===== src/rtl/jt8255_peer_if.sv =====
// Handshake and stream signals between jt8255_peer and its surroundings.
// The slave modport is the peer engine; master is the jt8255/source/sink side.
interface jt8255_peer_if #(
    parameter int FIFO_AW = 2
);
    logic             obf_n;
    logic             ibf;
    logic [7:0]       pa_din;
    logic [7:0]       pa_dout;
    logic             pa_oe;
    logic             ack_n;
    logic             stb_n;
    logic [7:0]       rx_data;
    logic             rx_valid;
    logic             rx_ready;
    logic [FIFO_AW:0] rx_level;
    logic [7:0]       tx_data;
    logic             tx_valid;
    logic             tx_ready;

    modport slave (
        input  obf_n, ibf, pa_din, rx_ready, tx_data, tx_valid,
        output pa_dout, pa_oe, ack_n, stb_n, rx_data, rx_valid, rx_level, tx_ready
    );

    modport master (
        output obf_n, ibf, pa_din, rx_ready, tx_data, tx_valid,
        input  pa_dout, pa_oe, ack_n, stb_n, rx_data, rx_valid, rx_level, tx_ready
    );
endinterface


===== src/rtl/jt8255_peer.sv =====
// Peripheral-side jt8255 Port A strobed handshake: OBF/ACK capture into a
// FWFT receive FIFO, and STB/IBF presentation of bytes from a valid/ready source.
module jt8255_peer #(
    parameter int ACK_W   = 2,
    parameter int STB_W   = 2,
    parameter int FIFO_AW = 2
) (
    input  logic clk,
    input  logic rst,
    jt8255_peer_if.slave bus
);
    localparam int DEPTH = 1 << FIFO_AW;
    localparam int MAXW  = (ACK_W > STB_W) ? ACK_W : STB_W;
    localparam int CW    = $clog2(MAXW) + 1;

    localparam logic [CW-1:0]      CNT_ONE  = CW'(1);
    localparam logic [CW-1:0]      ACK_LOAD = CW'(ACK_W - 1);
    localparam logic [CW-1:0]      STB_LOAD = CW'(STB_W - 1);
    localparam logic [FIFO_AW-1:0] PTR_ONE  = FIFO_AW'(1);
    localparam logic [FIFO_AW:0]   LVL_ONE  = (FIFO_AW + 1)'(1);
    localparam logic [FIFO_AW:0]   LVL_FULL = (FIFO_AW + 1)'(DEPTH);

    typedef enum logic [1:0] { R_IDLE, R_ACK, R_WAIT } rx_state_t;
    typedef enum logic [1:0] { T_IDLE, T_STB, T_HOLD } tx_state_t;

    rx_state_t          rx_st;
    tx_state_t          tx_st;
    logic [CW-1:0]      rcnt;
    logic [CW-1:0]      tcnt;
    logic               saw_ibf;
    logic [7:0]         mem [DEPTH];
    logic [FIFO_AW-1:0] wr_ptr;
    logic [FIFO_AW-1:0] rd_ptr;
    logic [FIFO_AW:0]   level;
    logic               full;
    logic               push;
    logic               pop;

    // Fullness is taken before this cycle's pop, so a full FIFO never pushes.
    assign full = (level == LVL_FULL);
    assign push = (rx_st == R_IDLE) && !bus.obf_n && !full;
    assign pop  = (level != '0) && bus.rx_ready;

    assign bus.rx_data  = mem[rd_ptr];
    assign bus.rx_valid = (level != '0);
    assign bus.rx_level = level;
    assign bus.tx_ready = (tx_st == T_IDLE) && !bus.ibf;

    always_ff @(posedge clk or posedge rst) begin
        if (rst) begin
            rx_st     <= R_IDLE;
            rcnt      <= '0;
            bus.ack_n <= 1'b1;
            wr_ptr    <= '0;
            rd_ptr    <= '0;
            level     <= '0;
            for (int unsigned i = 0; i < DEPTH; i++) mem[i] <= '0;
        end else begin
            if (push) begin
                mem[wr_ptr] <= bus.pa_din;
                wr_ptr      <= wr_ptr + PTR_ONE;
            end
            if (pop) rd_ptr <= rd_ptr + PTR_ONE;
            if (push && !pop)      level <= level + LVL_ONE;
            else if (pop && !push) level <= level - LVL_ONE;

            case (rx_st)
                R_IDLE: if (push) begin
                    bus.ack_n <= 1'b0;
                    rcnt      <= ACK_LOAD;
                    rx_st     <= R_ACK;
                end
                R_ACK: if (rcnt == '0) begin
                    bus.ack_n <= 1'b1;
                    rx_st     <= R_WAIT;
                end else begin
                    rcnt <= rcnt - CNT_ONE;
                end
                R_WAIT: if (bus.obf_n) rx_st <= R_IDLE;
                default: rx_st <= R_IDLE;
            endcase
        end
    end

    // pa_dout is only loaded on acceptance; the jt8255 samples porta_din live.
    always_ff @(posedge clk or posedge rst) begin
        if (rst) begin
            tx_st       <= T_IDLE;
            tcnt        <= '0;
            saw_ibf     <= 1'b0;
            bus.stb_n   <= 1'b1;
            bus.pa_oe   <= 1'b0;
            bus.pa_dout <= '0;
        end else begin
            case (tx_st)
                T_IDLE: if (bus.tx_valid && bus.tx_ready) begin
                    bus.pa_dout <= bus.tx_data;
                    bus.pa_oe   <= 1'b1;
                    bus.stb_n   <= 1'b0;
                    tcnt        <= STB_LOAD;
                    tx_st       <= T_STB;
                end
                T_STB: if (tcnt == '0) begin
                    bus.stb_n <= 1'b1;
                    saw_ibf   <= 1'b0;
                    tx_st     <= T_HOLD;
                end else begin
                    tcnt <= tcnt - CNT_ONE;
                end
                T_HOLD: begin
                    if (bus.ibf) saw_ibf <= 1'b1;
                    if (saw_ibf && !bus.ibf) begin
                        bus.pa_oe <= 1'b0;
                        tx_st     <= T_IDLE;
                    end
                end
                default: tx_st <= T_IDLE;
            endcase
        end
    end
endmodule

===== src/flat_wrapper.sv =====
// flat-port wrapper written by rule: the top's interface ports become plain ports
module jt8255_peer_flat 
#(
    parameter int ACK_W   = 2,
    parameter int STB_W   = 2,
    parameter int FIFO_AW = 2
)
  (clk, rst, bus_obf_n, bus_ibf, bus_pa_din, bus_rx_ready, bus_tx_data, bus_tx_valid, bus_pa_dout, bus_pa_oe, bus_ack_n, bus_stb_n, bus_rx_data, bus_rx_valid, bus_rx_level, bus_tx_ready);
  jt8255_peer_if #(.FIFO_AW(FIFO_AW)) bus_i ();
  input  logic clk;
  input  logic rst;
  input wire logic [$bits(bus_i.obf_n)-1:0] bus_obf_n;
  input wire logic [$bits(bus_i.ibf)-1:0] bus_ibf;
  input wire logic [$bits(bus_i.pa_din)-1:0] bus_pa_din;
  input wire logic [$bits(bus_i.rx_ready)-1:0] bus_rx_ready;
  input wire logic [$bits(bus_i.tx_data)-1:0] bus_tx_data;
  input wire logic [$bits(bus_i.tx_valid)-1:0] bus_tx_valid;
  output wire logic [$bits(bus_i.pa_dout)-1:0] bus_pa_dout;
  output wire logic [$bits(bus_i.pa_oe)-1:0] bus_pa_oe;
  output wire logic [$bits(bus_i.ack_n)-1:0] bus_ack_n;
  output wire logic [$bits(bus_i.stb_n)-1:0] bus_stb_n;
  output wire logic [$bits(bus_i.rx_data)-1:0] bus_rx_data;
  output wire logic [$bits(bus_i.rx_valid)-1:0] bus_rx_valid;
  output wire logic [$bits(bus_i.rx_level)-1:0] bus_rx_level;
  output wire logic [$bits(bus_i.tx_ready)-1:0] bus_tx_ready;
  assign bus_i.obf_n = bus_obf_n;
  assign bus_i.ibf = bus_ibf;
  assign bus_i.pa_din = bus_pa_din;
  assign bus_i.rx_ready = bus_rx_ready;
  assign bus_i.tx_data = bus_tx_data;
  assign bus_i.tx_valid = bus_tx_valid;
  assign bus_pa_dout = bus_i.pa_dout;
  assign bus_pa_oe = bus_i.pa_oe;
  assign bus_ack_n = bus_i.ack_n;
  assign bus_stb_n = bus_i.stb_n;
  assign bus_rx_data = bus_i.rx_data;
  assign bus_rx_valid = bus_i.rx_valid;
  assign bus_rx_level = bus_i.rx_level;
  assign bus_tx_ready = bus_i.tx_ready;
  jt8255_peer #(.ACK_W(ACK_W), .STB_W(STB_W), .FIFO_AW(FIFO_AW)) u_core (.clk(clk), .rst(rst), .bus(bus_i));
endmodule

===== config.mk =====
export PLATFORM = sky130hd
export DESIGN_NAME = jt8255_peer_flat
export DESIGN_NICKNAME = d
export VERILOG_FILES = /design/src/rtl/jt8255_peer_if.sv /design/src/rtl/jt8255_peer.sv /design/src/flat_wrapper.sv
export SDC_FILE = /design/constraint.sdc
export NUM_CORES = 1
export LEC_CHECK = 0
export BUFFER_PORTS_ARGS = -buffer_cell sky130_fd_sc_hd__buf_4
export CORE_UTILIZATION = 50
export DETAILED_ROUTE_END_ITERATION = 10
export MAX_ROUTING_LAYER = met4
export PLACE_DENSITY = 0.73
export SETUP_SLACK_MARGIN = 0.2
export SLEW_MARGIN = 20
export SYNTH_ARGS = -nofsm -noshare
export SYNTH_HDL_FRONTEND = slang
export SYNTH_SLANG_ARGS = --single-unit

===== constraint.sdc =====
create_clock -name clk -period 3.4 [get_ports clk]
set_clock_uncertainty 0.2 [all_clocks]
set_input_delay 0.17 -clock clk [delete_from_list [all_inputs] [get_ports clk]]
set_output_delay 0.17 -clock clk [all_outputs]
set_load 0.02 [all_outputs]

==> flow_summary.json, run 1 <==
{
  "p_leak_nw": 1.605,
  "grtUsageTotal_pct": 20.89,
  "grt.busiest_layer": "met2",
  "io_pins": 46,
  "route.detailed.drc": 0,
  "postLayoutCoreUtil_pct": 68.50,
  "portBuffers": 45,
  "setup_violations": 0,
  "reg2reg_from": "u_core.bus.rx_level[1]$_DFFE_PP0P_",
  "ys_types": 35,
  "clk_latency_ns": 0.34,
  "relSlewSlack_pct": 54.23,
  "globalplace.congestion": 0.6986,
  "hpwlAfterDp_um": 3138,
  "r2r_slack_ns": 0.98,
  "first_global_vias": 1730,
  "synth_edf_count": 0,
  "hold_end": "u_core.rcnt[0]$_DFFE_PP0P_",
  "cp.required_ns": 3.42,
  "synth_mux_area_share_pct": 25.08,
  "fp.dieW_um": 74.72,
  "htreeDepth": 3,
  "rows": 26,
  "die_h_um": 74.72,
  "tns_ns": 0,
  "core_area_um2": 5107,
  "p_per_area_nw_per_um2": 992.3,
  "peakVddDrop_v": 0.0004917,
  "period_needed_ns": 2.422,
  "max_freq_mhz": 412.9,
  "wl_per_cell_um": 14.41,
  "ys.flop_type": "dfrtp_1",
  "ys_seq_elements": 59,
  "min-delay-start": "u_core.rcnt[0]$_DFFE_PP0P_",
  "synthCells": 181,
  "dieArea_um2": 5582,
  "yosys-top-cells-area": "dfrtp_1 (54%), mux2_2 (17%), mux4_2 (6.8%), ha_1 (3.3%), dfstp_2 (2.0%)",
  "drv_cap": 0,
  "layout_common_cells": "dfrtp_1 (57), buf_4 (48), mux2_2 (40)",
  "postRouteAntennaNets": 0,
  "synthAdderAreaFrac_pct": 4.070,
  "cp-start-kind": "flip-flop",
  "cts_inserted_buffers": 9,
  "start_util_pct": 51.76,
  "drt_wl_total_um": 4785,
  "placed_cells": 295,
  "fin_cells": 332,
  "endpoint_kind": "flip-flop",
  "status": "complete, no violations",
  "worstSetupPathType": "flip-flop to flip-flop",
  "yosysSeqAreaShare_pct": 55.94,
  "worst_pin_slew_ns": 0.6855,
  "antenna_found_initial": 0,
  "final_net_count": 288,
  "num_antenna_cells": 0,
  "num_vias": 1660,
  "syn_avg_cell_area_um2": 14.61,
  "met3_usage_pct": 9.505,
  "drt_iter0_drc": 53,
  "synth_top_family_by_area": "multiplexers",
  "synth-compound-area-share_pct": 2.792,
  "slew_viol_final": 0,
  "min_path_cells": 1,
  "use_met1_pct": 25.22,
  "root_buffer": "clkbuf_8",
  "synth.largest_area_cell": "dfrtp_1",
  "fillerInstances": 381,
  "syn_to_final_growth_pct": 32.32,
  "clk_pin_slew_ns": 0.06,
  "overflow": 0,
  "met2_usage_pct": 31.43,
  "synth_simple_gate_area_share_pct": 7.430,
  "syn_area_um2": 2644,
  "yosys.area_share.xor_xnor_pct": 1.988,
  "dr.pass1.iters": 4,
  "drive_gt1_share_pct": 47.33,
  "async_flop_share_pct": 100.0,
  "yosysTopAreaCellShare_pct": 53.95,
  "layout_commonest_cell": "dfrtp_1",
  "register_area_um2": 1479,
  "synth_nets": 211,
  "hold_class": "flip-flop to flip-flop",
  "reg2regPathDepth": 7,
  "cp_max_fo": 6,
  "hold_violations": 0,
  "synth_warnings": 0,
  "cp_data_arrival_time_ns": 2.45,
  "multi_input_area_um2": 1094,
  "cts_tree": "done",
  "grt_pass1_wl_um": 7948,
  "clock_tree.buffer_depth": 2,
  "cts-resized-gates": 0,
  "design_power_total_mw": 3.471,
  "grt_start_max_net_pins": 35,
  "rsz0062_at_grt": "no",
  "viasPerCell": 5.000,
  "cts_setup_buffers": 0,
  "r2r_end": "u_core.bus.rx_level[1]$_DFFE_PP0P_",
  "placed_area_um2": 3065,
  "design_area_um2": 3498,
  "min_period_over_period_pct": 71.24,
  "cts.sinks": 59
}
==> per-layer routing <==
layer / share of wire (%) / up-vias / wire length, µm
met2: 49 / 35 / 2356
met1: 44 / 824 / 2120
met4: 1.3 / 0 / 64
met3: 5.1 / 7 / 243
met5: 0 / - / 0
li1: - / 794 / -
==> cells in the mapped netlist (all sizes together) (2+ instances only) <==
cell type  count
xnor2          4
inv           12
nand2          7
nor2           8
dfrtp         57
or3b           2
mux4           8
mux2          42
nor3           3
a21oi          5
nand3          5
ha             7
dfstp          2
xor2           2
buf            4
==> state kept, by name, summed over array words and instances, names as in the netlist, 2 cells and up <==
signal	count
u_core.tcnt	2
u_core.mem	32
u_core.rd_ptr	2
u_core.wr_ptr	2
u_core.tx_st	2
u_core.rcnt	2
u_core.bus.rx_level	3
u_core.rx_st	2
u_core.bus.pa_dout	8
==> how the worst max path moves through the flow <==
| stage | start | end | slack, ns | depth (start not counted) |
|---|---|---|---|---|
| floorplan | u_core.bus.rx_level[1]$_DFFE_PP0P_ | u_core.bus.rx_level[2]$_DFFE_PP0P_ | 0.99 | 8 |
| CTS | u_core.bus.rx_level[1]$_DFFE_PP0P_ | u_core.bus.rx_level[1]$_DFFE_PP0P_ | 0.97 | 7 |
| global route | u_core.rx_st[1]$_DFFE_PP0P_ | u_core.bus.rx_level[2]$_DFFE_PP0P_ | 0.86 | 9 |
| global placement | u_core.bus.rx_level[1]$_DFFE_PP0P_ | u_core.bus.rx_level[1]$_DFFE_PP0P_ | 1.02 | 7 |
| finish | u_core.bus.rx_level[1]$_DFFE_PP0P_ | u_core.bus.rx_level[1]$_DFFE_PP0P_ | 0.98 | 7 |
| detailed placement | u_core.bus.rx_level[1]$_DFFE_PP0P_ | u_core.bus.rx_level[1]$_DFFE_PP0P_ | 0.99 | 7 |
==> cells by family (layout without fill, tap and decap cells) <==
group / after synthesis / after routing
buffers and inverters: 16 / 97
AO/OA/AOI/OAI: 11 / 11
multiplexers: 51 / 51
flip-flops: 59 / 59
adder cells (fa/ha/maj): 8 / 8
XOR/XNOR: 6 / 6
AND/OR/NAND/NOR: 30 / 30
==> final cells by class <==
class,instances,area share (%)
Clock buffer,14,5.222
Clock inverter,1,0.8584
Inverter,12,1.288
Multi-Input combinational cell,106,31.26
Sequential cell,59,42.27
Tap cell,70,2.504
Timing Repair Buffer,70,16.60
==> report_power, final <==
group          switching (mW)  internal, mW  total [mW]
Sequential              0.267          1.06        1.33
Combinational           0.661         0.819        1.48
Clock                   0.250         0.415       0.665
==> per-stage QoR <==
stage / hold WS (ns) / worst slack, ns
6_report: 0.2882 / 0.9780
5_1_grt: 0.3072 / 0.8600
4_1_cts: 0.2903 / 0.9692
3_5_place_dp: 0.1309 / 0.9852
3_3_place_gp: 0.1335 / 1.024
2_1_floorplan: 0.1017 / 0.9880
==> what timing repair did <==
item | 4_1_cts | 5_1_grt
hold buffers | 22 | 0
hold endpoints to repair | 76 | 0
setup endpoints to repair | 0 | 0
==> worst max-delay path: stages, from the launching register on <==
cell	delay, ns
dfrtp_1	0.43
or3b_1	0.55
nand2_4	0.12
inv_2	0.06
ha_1	0.21
inv_1	0.07
fa_1	0.40
mux2_2	0.26
Power figures use the tool's default switching activity.
==> inputs of run 2 (changes only) <==
clock period = 2.5 ns   (was 3.4 ns; I/O delays follow)
==> run 2 against run 1 <==
  * Hold slack worse by 0.075 ns
  * Clock power up 34%
  * Total power up 38%
  * Cell count up 1.2%
  * Critical path type unchanged
  * Non-clock buffer count up 3
  * Routed wire length up 3.3%
  * Count of clock-buffer cells in the layout unchanged
  * Design area up 1.7%
  * Sequential share of layout area down 0.64 points
==> flow_summary.json, run 2 (synthesis results as in run 1) <==
{
  "status": "complete, no violations",
  "max_stage_delay_ns": 0.44,
  "drive_gt1_share_pct": 49.62,
  "clock_tree.buffer_depth": 2,
  "root_buffer": "clkbuf_8",
  "portBuffers": 45,
  "start_util_pct": 51.76,
  "tns_ns": 0,
  "wl_per_cell_um": 14.71,
  "rows": 26,
  "r2r_slack_ns": 0.28,
  "design_power_total_mw": 4.795,
  "crit_chain": "or3b_1 > nand2_4 > inv_2 > ha_4 > inv_2 > fa_1 > mux2_2",
  "core_area_um2": 5107,
  "largest_reg_flops": 32,
  "layout_commonest_cell": "dfrtp_1",
  "postRouteAntennaNets": 0,
  "cts_tree": "done",
  "p_per_area_nw_per_um2": 1348,
  "worstSetupPathType": "flip-flop to flip-flop",
  "first_global_vias": 1740,
  "cp.required_ns": 2.51,
  "critical_path.top_delay_family": "adder cells",
  "register_area_um2": 1481,
  "drv_cap": 0,
  "globalplace.congestion": 0.7240,
  "relSlewSlack_pct": 63.64,
  "cts_inserted_buffers": 9,
  "dieArea_um2": 5582,
  "setup_violations": 0,
  "worst_pin_slew_ns": 0.5454,
  "crit_buf_inv": 2,
  "min_period_over_period_pct": 88.87,
  "die_h_um": 74.72,
  "regMostFlops": "u_core.mem",
  "hold_violations": 0,
  "slew_viol_final": 0,
  "fillerInstances": 362,
  "finalWorstSetupSlack_ns": 0.2782,
  "hold_class": "input pin to async pin",
  "overflow": 0,
  "cp_data_arrival_time_ns": 2.23,
  "reg2regPathDepth": 7,
  "p_leak_nw": 1.625,
  "drt_iter0_drc": 77,
  "clk_pin_slew_ns": 0.07,
  "grt_start_max_net_pins": 60,
  "drt_wl_total_um": 4942,
  "route.detailed.drc": 0,
  "grt_pass1_wl_um": 8066,
  "syn_to_final_growth_pct": 34.60,
  "cp_max_fo": 5,
  "io_pins": 46,
  "fp.dieW_um": 74.72,
  "final_net_count": 291,
  "hpwlAfterDp_um": 3148,
  "htreeDepth": 3,
  "endpoint_kind": "flip-flop",
  "dpl_worst_slack_ns": 0.2493,
  "critPathMostFrequentCell": "inv_2",
  "num_vias": 1673,
  "max_freq_mhz": 450.1,
  "viasPerCell": 4.979,
  "antenna_found_initial": 0,
  "postLayoutCoreUtil_pct": 69.67,
  "slowest_stage": "dfrtp_2",
  "cts.sinks": 59,
  "reg2reg_from": "u_core.bus.rx_level[0]$_DFFE_PP0P_",
  "cp-start-kind": "flip-flop",
  "peakVddDrop_v": 0.0008616,
  "period_needed_ns": 2.222,
  "layout_common_cells": "dfrtp_1 (55), buf_4 (49), mux2_2 (40)",
  "multi_input_area_um2": 1119,
  "clk_latency_ns": 0.33,
  "rsz0062_at_grt": "no",
  "r2r_end": "u_core.bus.rx_level[1]$_DFFE_PP0P_",
  "num_antenna_cells": 0,
  "grtUsageTotal_pct": 20.87,
  "dr.pass1.iters": 4
}
-- run 2: final cells by class --
class	instances	share of cell area, %
clock buffers	14	4.852
inverters	12	1.266
multi-input cells	106	31.43
flip-flops and latches	59	41.63
repair buffers	73	17.37
well taps	70	2.461
clock inverters	2	0.9845
-- run 2: worst max path at each step --
stage	start	to	slack, ns	depth (start not counted)
finish	u_core.bus.rx_level[0]$_DFFE_PP0P_	u_core.bus.rx_level[1]$_DFFE_PP0P_	0.28	7
floorplan	u_core.bus.rx_level[0]$_DFFE_PP0P_	u_core.bus.rx_level[1]$_DFFE_PP0P_	0.20	8
detailed placement	u_core.bus.rx_level[0]$_DFFE_PP0P_	u_core.bus.rx_level[1]$_DFFE_PP0P_	0.25	7
global route	u_core.bus.rx_level[1]$_DFFE_PP0P_	u_core.bus.rx_level[2]$_DFFE_PP0P_	0.20	8
global placement	u_core.bus.rx_level[1]$_DFFE_PP0P_	u_core.bus.rx_level[2]$_DFFE_PP0P_	0.27	8
CTS	u_core.bus.rx_level[0]$_DFFE_PP0P_	u_core.bus.rx_level[1]$_DFFE_PP0P_	0.24	7
-- run 2: repair_timing --
| item | in CTS | in global routing |
|---|---|---|
| setup buffers | 0 | 1 |
| hold buffers | 23 | 0 |
| resized for setup | 0 | 3 |
| endpoints found under the hold margin | 107 | 0 |
| endpoints found under the setup margin | 0 | 2 |
-- run 2: through the flow --
step	hold WS, ns	cells	instance area, µm²
floorplan	0.05668	181	2654
detailed placement	0.02449	296	3095
global placement	0.02095	296	3095
global route	0.2568	336	3558
CTS	0.2292	335	3533
finish	0.2136	336	3558
-- run 2: worst reg2reg max path: stages (launching register included) --
cell     delay [ns]
dfrtp_2        0.44
or3b_1         0.44
nand2_4        0.09
inv_2          0.07
ha_4           0.16
inv_2          0.05
fa_1           0.40
mux2_2         0.26
-- run 2: where the power goes --
group | switching (mW) | total (mW) | leakage (nW) | internal (mW)
Clock | 0.349 | 0.890 | 0.107 | 0.542
Sequential | 0.368 | 1.81 | 0.701 | 1.44
Combinational | 0.925 | 2.09 | 0.818 | 1.17
Total | 1.64 | 4.79 | 1.63 | 3.15
-- run 2: layer usage --
metal	vias up	GRT usage, %	routed length, µm
li1	803	-	-
met1	831	25.81	2217
met2	28	32.63	2500
met3	11	4.016	125
met4	0	11.11	99
met5	-	-	0
==> inputs of run 3 (changes only) <==
ABC_AREA = 1   (was unset)
==> run 3 against run 2 <==
  * Setup slack gained 0.15 ns
  * Maximum frequency increased by 7.5%
  * Critical path depth is 3 higher
  * Design area increased by 3.0%
  * Die area increased by 10%
  * Area after synthesis increased by 11%
  * Total power increased by 0.37%
  * Routed wire length increased by 36%
  * Hold slack lost 0.19 ns
  * Synthesized cell count rose by 83%
  * Non-clock buffer count shrank 3
==> flow_summary.json, run 3 <==
{
  "hold_end": "u_core.bus.stb_n$_DFFE_PP1P_",
  "dieArea_um2": 6158,
  "setup_violations": 0,
  "syn_area_um2": 2924,
  "clk_pin_slew_ns": 0.06,
  "cts_setup_buffers": 0,
  "min_path_cells": 6,
  "synth_nets": 362,
  "p_per_area_nw_per_um2": 1314,
  "switchingPower_mw": 2.137,
  "rsz0062_at_grt": "no",
  "cp-start-kind": "flip-flop",
  "route.detailed.drc": 0,
  "yosys-top-cells-count": "nand2_1 (100), dfrtp_1 (57), nand4_1 (33)",
  "globalplace.congestion": 0.8094,
  "crit_chain": "inv_2 > nand3_1 > nand2_1 > ha_1 > inv_1 > fa_1 > inv_1 > nand2_1 > nand3b_1 > xor2_1",
  "synth_most_common_cell": "nand2_1",
  "hpwlAfterDp_um": 4244,
  "synth_top_family_by_area": "simple AND/OR/NAND/NOR gates",
  "power_switching_share_pct": 44.41,
  "first_global_vias": 2536,
  "max_freq_mhz": 483.8,
  "min-delay-start": "bus_tx_valid",
  "root_buffer": "clkbuf_8",
  "start_util_pct": 52.46,
  "cts-resized-gates": 0,
  "synthCells": 332,
  "yosys-top-cells-area": "dfrtp_1 (49%), nand2_1 (13%), nand4_1 (7.1%), inv_1 (3.5%), o21ai_0 (3.3%)",
  "reg2regPathDepth": 10,
  "grt_start_max_net_pins": 37,
  "peakVddDrop_v": 0.0007456,
  "grt_pass1_wl_um": 11660,
  "io_pins": 46,
  "regMostFlops": "u_core.mem",
  "cp_num_cells": 10,
  "fp.dieW_um": 78.47,
  "clkPwrFrac_pct": 15.2,
  "worstSetupPathType": "flip-flop to flip-flop",
  "synth_mux_area_share_pct": 0,
  "hold_violations": 0,
  "endpoint_kind": "flip-flop",
  "drt_iter0_drc": 292,
  "r2r_slack_ns": 0.43,
  "slowest_stage": "dfrtp_1",
  "synth_edf_count": 0,
  "yosys.area_share.xor_xnor_pct": 0.8986,
  "cp_data_arrival_time_ns": 2.11,
  "overflow": 0,
  "period_needed_ns": 2.067,
  "viasPerCell": 5.312,
  "p_leak_nw": 1.877,
  "multi_input_area_um2": 1217,
  "num_antenna_cells": 0,
  "synth_warnings": 0,
  "design_power_total_mw": 4.813,
  "ctsHoldBuffers": 20,
  "async_flop_share_pct": 100.0,
  "yosysTopAreaCellShare_pct": 48.78,
  "final_net_count": 429,
  "grtUsageTotal_pct": 25.81,
  "num_vias": 2523,
  "htreeDepth": 3,
  "cp.required_ns": 2.55,
  "dr.pass1.iters": 4,
  "syn_to_final_growth_pct": 25.29,
  "register_area_um2": 1479,
  "syn_avg_cell_area_um2": 8.807,
  "seqPwrFrac_pct": 35.4,
  "synth-compound-area-share_pct": 7.445,
  "worst_pin_slew_ns": 0.6816,
  "internal-power_mw": 2.675,
  "drt_wl_total_um": 6735,
  "slew_viol_final": 0,
  "combPwrFrac_pct": 49.4,
  "relSlewSlack_pct": 54.49,
  "clock_tree.buffer_depth": 2,
  "synth.largest_area_cell": "dfrtp_1",
  "die_h_um": 78.47,
  "synthAdderAreaFrac_pct": 3.680,
  "portBuffers": 45,
  "critical_path.top_delay_family": "adder cells",
  "cts_tree": "done",
  "cp_max_fo": 4,
  "cts.sinks": 59,
  "reg2reg_from": "u_core.bus.rx_level[0]$_DFFE_PP0P_",
  "tns_ns": 0,
  "antenna_found_initial": 0,
  "ys.flop_type": "dfrtp_1",
  "clk_latency_ns": 0.33,
  "max_stage_delay_ns": 0.44,
  "fillerInstances": 470,
  "status": "complete, no violations",
  "ys_seq_elements": 59,
  "r2r_end": "u_core.bus.rx_level[2]$_DFFE_PP0P_",
  "hold_class": "input pin to flip-flop",
  "core_area_um2": 5574,
  "postRouteAntennaNets": 0,
  "min_period_over_period_pct": 82.68,
  "synth_simple_gate_area_share_pct": 29.61,
  "ys_types": 31,
  "cts_inserted_buffers": 9,
  "largest_reg_flops": 32,
  "yosysSeqAreaShare_pct": 50.58,
  "layout_common_cells": "nand2_1 (100), dfrtp_1 (57), buf_4 (49)",
  "crit_buf_inv": 3,
  "drive_gt1_share_pct": 20.60,
  "rows": 27,
  "wl_per_cell_um": 14.18,
  "drv_cap": 0,
  "layout_commonest_cell": "nand2_1"
}
==> run 3: routing by layer <==
| metal | up-vias | global-route usage [%] | routed length, µm |
|---|---|---|---|
| li1 | 1241 | - | - |
| met1 | 1190 | 31.83 | 2909 |
| met2 | 83 | 41.49 | 3355 |
| met3 | 9 | 4.651 | 374 |
| met4 | 0 | 11.85 | 95 |
| met5 | - | - | 0 |
==> run 3: worst max path at each step <==
stage | slack, ns | startpoint | endpoint
after global routing | 0.26 | u_core.bus.rx_level[0]$_DFFE_PP0P_ | u_core.bus.rx_level[2]$_DFFE_PP0P_
after global placement | 0.51 | u_core.bus.rx_level[0]$_DFFE_PP0P_ | u_core.bus.rx_level[2]$_DFFE_PP0P_
after floorplan | 0.27 | u_core.bus.rx_level[0]$_DFFE_PP0P_ | u_core.bus.rx_level[2]$_DFFE_PP0P_
after detailed placement | 0.44 | u_core.bus.rx_level[0]$_DFFE_PP0P_ | u_core.bus.rx_level[2]$_DFFE_PP0P_
final | 0.43 | u_core.bus.rx_level[0]$_DFFE_PP0P_ | u_core.bus.rx_level[2]$_DFFE_PP0P_
after CTS | 0.42 | u_core.bus.rx_level[0]$_DFFE_PP0P_ | u_core.bus.rx_level[2]$_DFFE_PP0P_
==> run 3: metrics by stage <==
stage	worst slack (ns)	utilization, %	instance area, µm²	cells	hold WS, ns
after floorplan	0.2749	-	2924	332	0.01969
after global placement	0.5133	59.24	3302	440	0.06742
after detailed placement	0.4376	59.24	3302	440	0.07891
after CTS	0.4229	65.72	3664	475	0.01852
after global routing	0.2612	65.72	3664	475	0.08616
final	0.4329	65.72	3664	475	0.02622
==> run 3: cells by family (layout without fill, tap and decap cells) <==
| kind of cell | count (synthesis) | count (layout) |
|---|---|---|
| compound gates | 41 | 41 |
| flops | 59 | 59 |
| fa+ha+maj | 8 | 8 |
| buf+inv | 47 | 118 |
| simple gates | 174 | 174 |
| xor+xnor | 3 | 3 |
==> run 3: power by group through the flow <==
| stage | Combinational [mW] | Sequential (mW) | Clock (mW) |
|---|---|---|---|
| after floorplan | 1.52 | 1.77 | 0 |
| after global routing | 2.66 | 1.75 | 0.802 |
| after global placement | 2.31 | 1.68 | 0 |
| after CTS | 2.38 | 1.69 | 0.752 |
| after detailed placement | 2.35 | 1.71 | 0 |
| final | 2.38 | 1.70 | 0.732 |
==> run 3: cell type report <==
class	count	area share [%]
Multi-Input combinational cell	226	33.23
Clock buffer	13	4.064
Sequential cell	59	40.37
Timing Repair Buffer	70	16.05
Clock inverter	2	0.3415
Inverter	33	3.484
Tap cell	72	2.459
==> run 3: worst min-delay path: cells and delay by family <==
kind / cells / cell delay, ns
buf+inv: 2 / 0.16
compound gates: 1 / 0.07
simple gates: 3 / 0.17
